<file path="config.mk">
export PLATFORM = sky130hd
export DESIGN_NAME = alu_issue
export DESIGN_NICKNAME = d
export VERILOG_FILES = /design/src/rtl/alu_issue.sv
export SDC_FILE = /design/constraint.sdc
export NUM_CORES = 1
export LEC_CHECK = 0
export CORE_ASPECT_RATIO = 0.5
export CORE_MARGIN = 10
export CORE_UTILIZATION = 48
export CTS_BUF_LIST = sky130_fd_sc_hd__clkbuf_4 sky130_fd_sc_hd__clkbuf_8
export CTS_CLUSTER_DIAMETER = 120
export DETAILED_ROUTE_END_ITERATION = 6
export PLACE_DENSITY = 0.83
export SKIP_CTS_REPAIR_TIMING = 1
export SLEW_MARGIN = 20
export SYNTH_ARGS = -nofsm -noshare
export SYNTH_HDL_FRONTEND = slang
export SYNTH_SLANG_ARGS = --single-unit
</file>
<file path="constraint.sdc">
create_clock -name i_clk -period 2.5 [get_ports i_clk]
set_input_delay 0.625 -clock i_clk [delete_from_list [all_inputs] [get_ports i_clk]]
set_output_delay 0.625 -clock i_clk [all_outputs]
set_load 0.01 [all_outputs]
</file>
<file path="src/rtl/alu_issue.sv">
// Operand-issue stage ahead of the ALU: resolves operands (RF/immediate/bypass),
// stalls on pending producers and feeds the ALU from a registered 2-entry skid buffer.
package multicore_pkg;
   parameter int DATA_SIZE = 32;
   typedef enum logic [3:0] {
      ALU_ADD, ALU_SUB, ALU_AND, ALU_OR, ALU_XOR,
      ALU_SLL, ALU_SRL, ALU_SRA, ALU_SLT, ALU_SLTU
   } t_aluop;
endpackage

module alu_issue #(
   parameter int DATA_SIZE  = multicore_pkg::DATA_SIZE,
   parameter int REG_ADDR_W = 5
) (
   input  logic                    i_clk,
   input  logic                    i_rst,
   input  logic                    i_flush,
   input  logic                    i_dec_valid,
   output logic                    o_dec_ready,
   input  multicore_pkg::t_aluop   i_dec_funct,
   input  logic [REG_ADDR_W-1:0]   i_dec_rs1,
   input  logic [REG_ADDR_W-1:0]   i_dec_rs2,
   input  logic [REG_ADDR_W-1:0]   i_dec_rd,
   input  logic                    i_dec_use_imm,
   input  logic [DATA_SIZE-1:0]    i_dec_imm,
   input  logic [DATA_SIZE-1:0]    i_rf_rs1_data,
   input  logic [DATA_SIZE-1:0]    i_rf_rs2_data,
   input  logic                    i_ex_fwd_valid,
   input  logic [REG_ADDR_W-1:0]   i_ex_fwd_rd,
   input  logic [DATA_SIZE-1:0]    i_ex_fwd_data,
   input  logic                    i_wb_fwd_valid,
   input  logic [REG_ADDR_W-1:0]   i_wb_fwd_rd,
   input  logic [DATA_SIZE-1:0]    i_wb_fwd_data,
   input  logic                    i_pend_valid,
   input  logic [REG_ADDR_W-1:0]   i_pend_rd,
   output logic                    o_alu_valid,
   input  logic                    i_alu_ready,
   output multicore_pkg::t_aluop   o_alu_funct,
   output logic [DATA_SIZE-1:0]    o_alu_op_a,
   output logic [DATA_SIZE-1:0]    o_alu_op_b,
   output logic [REG_ADDR_W-1:0]   o_alu_rd
);
   import multicore_pkg::*;

   localparam int SHW = $clog2(DATA_SIZE);
   localparam logic [DATA_SIZE-1:0] SHIFT_MASK = {{(DATA_SIZE-SHW){1'b0}}, {SHW{1'b1}}};

   typedef struct packed {
      t_aluop                  funct;
      logic [DATA_SIZE-1:0]    op_a;
      logic [DATA_SIZE-1:0]    op_b;
      logic [REG_ADDR_W-1:0]   rd;
   } entry_t;

   typedef enum logic [1:0] {EMPTY, ONE, TWO} state_t;

   state_t state_q, state_d;
   entry_t head_q, head_d;
   entry_t tail_q, tail_d;
   entry_t new_entry;

   logic [REG_ADDR_W-1:0] src_idx [2];
   logic [DATA_SIZE-1:0]  src_rf  [2];
   logic [DATA_SIZE-1:0]  src_val [2];
   logic [1:0]            src_used;
   logic [1:0]            src_haz;

   logic hazard, accept, pop;
   logic [DATA_SIZE-1:0] op_b_raw;

   assign src_idx[0] = i_dec_rs1;
   assign src_idx[1] = i_dec_rs2;
   assign src_rf[0]  = i_rf_rs1_data;
   assign src_rf[1]  = i_rf_rs2_data;
   assign src_used   = {!i_dec_use_imm, 1'b1};

   // x0 never forwards or hazards; EX bypass wins over WB.
   generate
      for (genvar gi = 0; gi < 2; gi++) begin : g_src
         always_comb begin
            src_val[gi] = src_rf[gi];
            if (src_idx[gi] == '0)
               src_val[gi] = '0;
            else if (i_ex_fwd_valid && (i_ex_fwd_rd == src_idx[gi]))
               src_val[gi] = i_ex_fwd_data;
            else if (i_wb_fwd_valid && (i_wb_fwd_rd == src_idx[gi]))
               src_val[gi] = i_wb_fwd_data;
         end
         assign src_haz[gi] = src_used[gi] && i_pend_valid && (i_pend_rd != '0)
                              && (i_pend_rd == src_idx[gi]);
      end
   endgenerate

   assign hazard      = |src_haz;
   assign o_dec_ready = (state_q != TWO) && !hazard && !i_flush;
   assign accept      = i_dec_valid && o_dec_ready;
   assign pop         = o_alu_valid && i_alu_ready;

   assign op_b_raw = i_dec_use_imm ? i_dec_imm : src_val[1];

   always_comb begin
      new_entry.funct = i_dec_funct;
      new_entry.op_a  = src_val[0];
      new_entry.op_b  = op_b_raw;
      new_entry.rd    = i_dec_rd;
      if (i_dec_funct == ALU_SLL || i_dec_funct == ALU_SRL || i_dec_funct == ALU_SRA)
         new_entry.op_b = op_b_raw & SHIFT_MASK;
   end

   always_comb begin
      state_d = state_q;
      head_d  = head_q;
      tail_d  = tail_q;
      case (state_q)
         EMPTY: begin
            if (accept) begin
               state_d = ONE;
               head_d  = new_entry;
            end
         end
         ONE: begin
            if (accept && pop) begin
               head_d = new_entry;
            end else if (accept) begin
               state_d = TWO;
               tail_d  = new_entry;
            end else if (pop) begin
               state_d = EMPTY;
            end
         end
         TWO: begin
            if (pop) begin
               state_d = ONE;
               head_d  = tail_q;
            end
         end
         default: state_d = EMPTY;
      endcase
      // Flush only drops occupancy; stale head values are hidden by o_alu_valid.
      if (i_flush)
         state_d = EMPTY;
   end

   always_ff @(posedge i_clk) begin
      if (i_rst) begin
         state_q      <= EMPTY;
         head_q.funct <= ALU_ADD;
         head_q.op_a  <= '0;
         head_q.op_b  <= '0;
         head_q.rd    <= '0;
         tail_q.funct <= ALU_ADD;
         tail_q.op_a  <= '0;
         tail_q.op_b  <= '0;
         tail_q.rd    <= '0;
      end else begin
         state_q <= state_d;
         head_q  <= head_d;
         tail_q  <= tail_d;
      end
   end

   assign o_alu_valid = (state_q != EMPTY);
   assign o_alu_funct = head_q.funct;
   assign o_alu_op_a  = head_q.op_a;
   assign o_alu_op_b  = head_q.op_b;
   assign o_alu_rd    = head_q.rd;

endmodule

</file>
==> impl_metrics.ini <==
[die]
coreArea_mm2 = 0.0167
dieArea_mm2 = 0.0233
die_x_um = 206
fp-row-count = 33
initial_core_util_pct = 49.8
die_h_um = 113
ioPinCount = 278

[yosys]
ys_seq_area_share_pct = 35.7
yosys_warnings = 0
netlist_area_mm2 = 0.00831
async_flop_share_pct = 0
synth_area_leaders = dfxtp_1 (36%), nand2_1 (5.7%), a31oi_1 (4.9%)
synth_top_family_by_area = compound AO/OA/AOI/OAI gates
synth_ff_type = dfxtp_1
synth_top_area_share_pct = 35.7
synth_adder_area_share_pct = 0
ys_ff_latch = 148
syn_inst = 1066
synth_edf_count = 0
synth.most_common_cell = dfxtp_1
synth.area.mux_share_pct = 1.08
synthXorXnorAreaFrac_pct = 3.36
synthTopCellsByCount = dfxtp_1 (148), nand2_1 (127), nor2_1 (97)
synth_top_area_cell = dfxtp_1
synth-compound-area-share_pct = 31.7
yosys.cell_types.count = 48
syn_area_per_cell_um2 = 7.79
synth_fp_nets = 1269
synthSimpleGateAreaFrac_pct = 22.0

[global_routing]
grt_max_degree = 55
grt_pass1_wl_um = 57200
grt_usage_pct = 31.3
antenna_found_initial = 3
grt_pass1_vias = 9644
overflow = 0

[power_and_ir_drop]
p_per_area_mw_per_mm2 = 468
peakVddDrop_uv = 466
leakagePower_nw = 4.75
p_total_mw = 6.05

[layout]
n_fill_cell = 1232
fin_nets = 1587
finalNonFillerCells = 1627
fin_util_pct = 77.5
syn2layout_area_growth_pct = 55.7
fin_area_mm2 = 0.0129
drive_above_1_share_pct = 16.5

[setup_path]
cp_slowest_cell = clkdlybuf4s50_1
path_delay_family = compound AO/OA/AOI/OAI gates
worstPathArrival_ns = 2.84
cpPeakStageDelay_ns = 0.43
crit_buf_inv = 4
cpMostUsedCell = buf_4
crit_chain = clkdlybuf4s50_1 -> or2_2 -> a221oi_4 -> buf_4 -> buf_12 -> o31ai_1 -> a31oi_1 -> buf_4 -> a21oi_1 -> a211oi_1
cp.required_ns = 2.87
start_kind = primary input
worstSetupPathType = in -> reg
cp_max_fo = 14
crit_path_end_kind = register

[timing]
fin_skew_ns = 0.0113
setup_viol = 0
drv_slew = 0
rsz0062_at_grt = false
hold_violations = 0
tightestPinTransition_ns = 0.588
period_share_pct = 99.0
max_freq_ghz = 0.404
finalCriticalPeriod_ns = 2.48
hold_ws_ns = 0.457
relSlewSlack_pct = 60.8

[clock_tree]
cts_sinks = 148
cts-root-buf = clkbuf_8
cts_max_level = 4
clkLatencyLatePin_ns = 0.47
cts.clk_slew.worst_paths_ns = 0.09
cts-buffers-inserted = 17
clk_path_buf_depth = 2
cts_tree = yes

[place]
place_inst = 1581
port_buffers = 277
dpl.hpwl_um = 29000
gp_congestion = 1.02
postPlaceCellArea_mm2 = 0.0121

[route]
dr.pass1.iters = 7
num_vias = 10300
routed_via_density = 6.34
route.detailed.drc = 0
routedWlPerCell_um = 24.0
ant_nets = 0
drt_iter0_markers = 1021
routed_wl_um = 39100

[status]
status = completed

[min_path]
hold_class = reg -> reg

[run]
max_cap_violations = 0
placed cells by master (no fill, tap or decap), types with 6 or more instances in the layout:
cell type / instances
a211oi_1: 36
a21oi_1: 63
a221oi_1: 29
a22o_1: 32
a311oi_1: 9
a31oi_1: 53
a31oi_4: 7
buf_12: 19
buf_4: 109
buf_6: 6
clkbuf_8: 17
clkdlybuf4s50_1: 255
dfxtp_1: 147
dlymetal6s2s_1: 17
mux2i_1: 9
nand2_1: 127
nand3b_1: 6
nand4_1: 12
nand4b_1: 9
nor2_1: 95
nor3_1: 64
o21ai_0: 60
o221ai_1: 27
o31ai_1: 31
or3_1: 45
xnor2_1: 13
xor2_1: 11
tightest hold or removal path: stages, from the launching register on:
cell     delay, ns
dfxtp_1       0.32
nand2_1       0.05
a21oi_1       0.05
registers in the layout, indices dropped and copies added (netlist names):
signal / count
o_alu_op_b: 32
state_q: 2
o_alu_rd: 5
o_alu_funct: 4
tail_q: 73
o_alu_op_a: 32
routing by layer:
layer,vias to the layer above,routed length [µm],track usage [%]
li1,4655,-,-
met1,5005,15800,42.0
met2,572,18400,49.9
met3,85,3840,5.84
met4,0,1120,9.71
met5,-,0,0
stage by stage:
| step | setup slack (ns) | TNS [ns] |
|---|---|---|
| after floorplan | 0.0946 | 0 |
| after global placement | -0.663 | -51.59 |
| after detailed placement | -0.687 | -60.95 |
| after CTS | -0.709 | -1.83 |
| after global routing | 0.00122 | 0 |
| final | 0.0249 | 0 |
cell type report:
| cell class | instances | area, µm² | area share (%) |
|---|---|---|---|
| antenna | 3 | 7.51 | 0.0580 |
| clock buffer | 18 | 241 | 1.87 |
| clock inverter | 14 | 141 | 1.09 |
| multi-input combinational | 801 | 5130 | 39.7 |
| sequential | 148 | 2960 | 22.9 |
| tap | 227 | 284 | 2.20 |
| timing repair buffer | 416 | 4160 | 32.2 |
cell families (layout without fill, tap and decap cells):
| logic type | after synthesis | in the layout |
|---|---|---|
| AND/OR/NAND/NOR | 384 | 384 |
| buffers and inverters | 117 | 448 |
| multiplexers | 9 | 9 |
| flip-flops | 148 | 148 |
| other | 0 | 3 |
| AO/OA/AOI/OAI | 377 | 377 |
| XOR/XNOR | 31 | 31 |
final timing paths:
| path | startpoint | endpoint | slack [ns] | cells past startpoint |
|---|---|---|---|---|
| max | i_dec_funct[0] | tail_q[10] | 0.02 | 10 |
| min | o_alu_op_b[22] | o_alu_op_b[22] | 0.46 | 2 |
| max reg2reg | state_q[1] | o_alu_funct[0] | 0.54 | 7 |
| min reg2reg | o_alu_op_b[22] | o_alu_op_b[22] | 0.46 | 2 |
report_power, final:
group,internal [mW],switching (mW)
Sequential,2.45,0.0520
Clock,0.828,1.04
Combinational,0.849,0.835
Power figures use the tool's default switching activity.
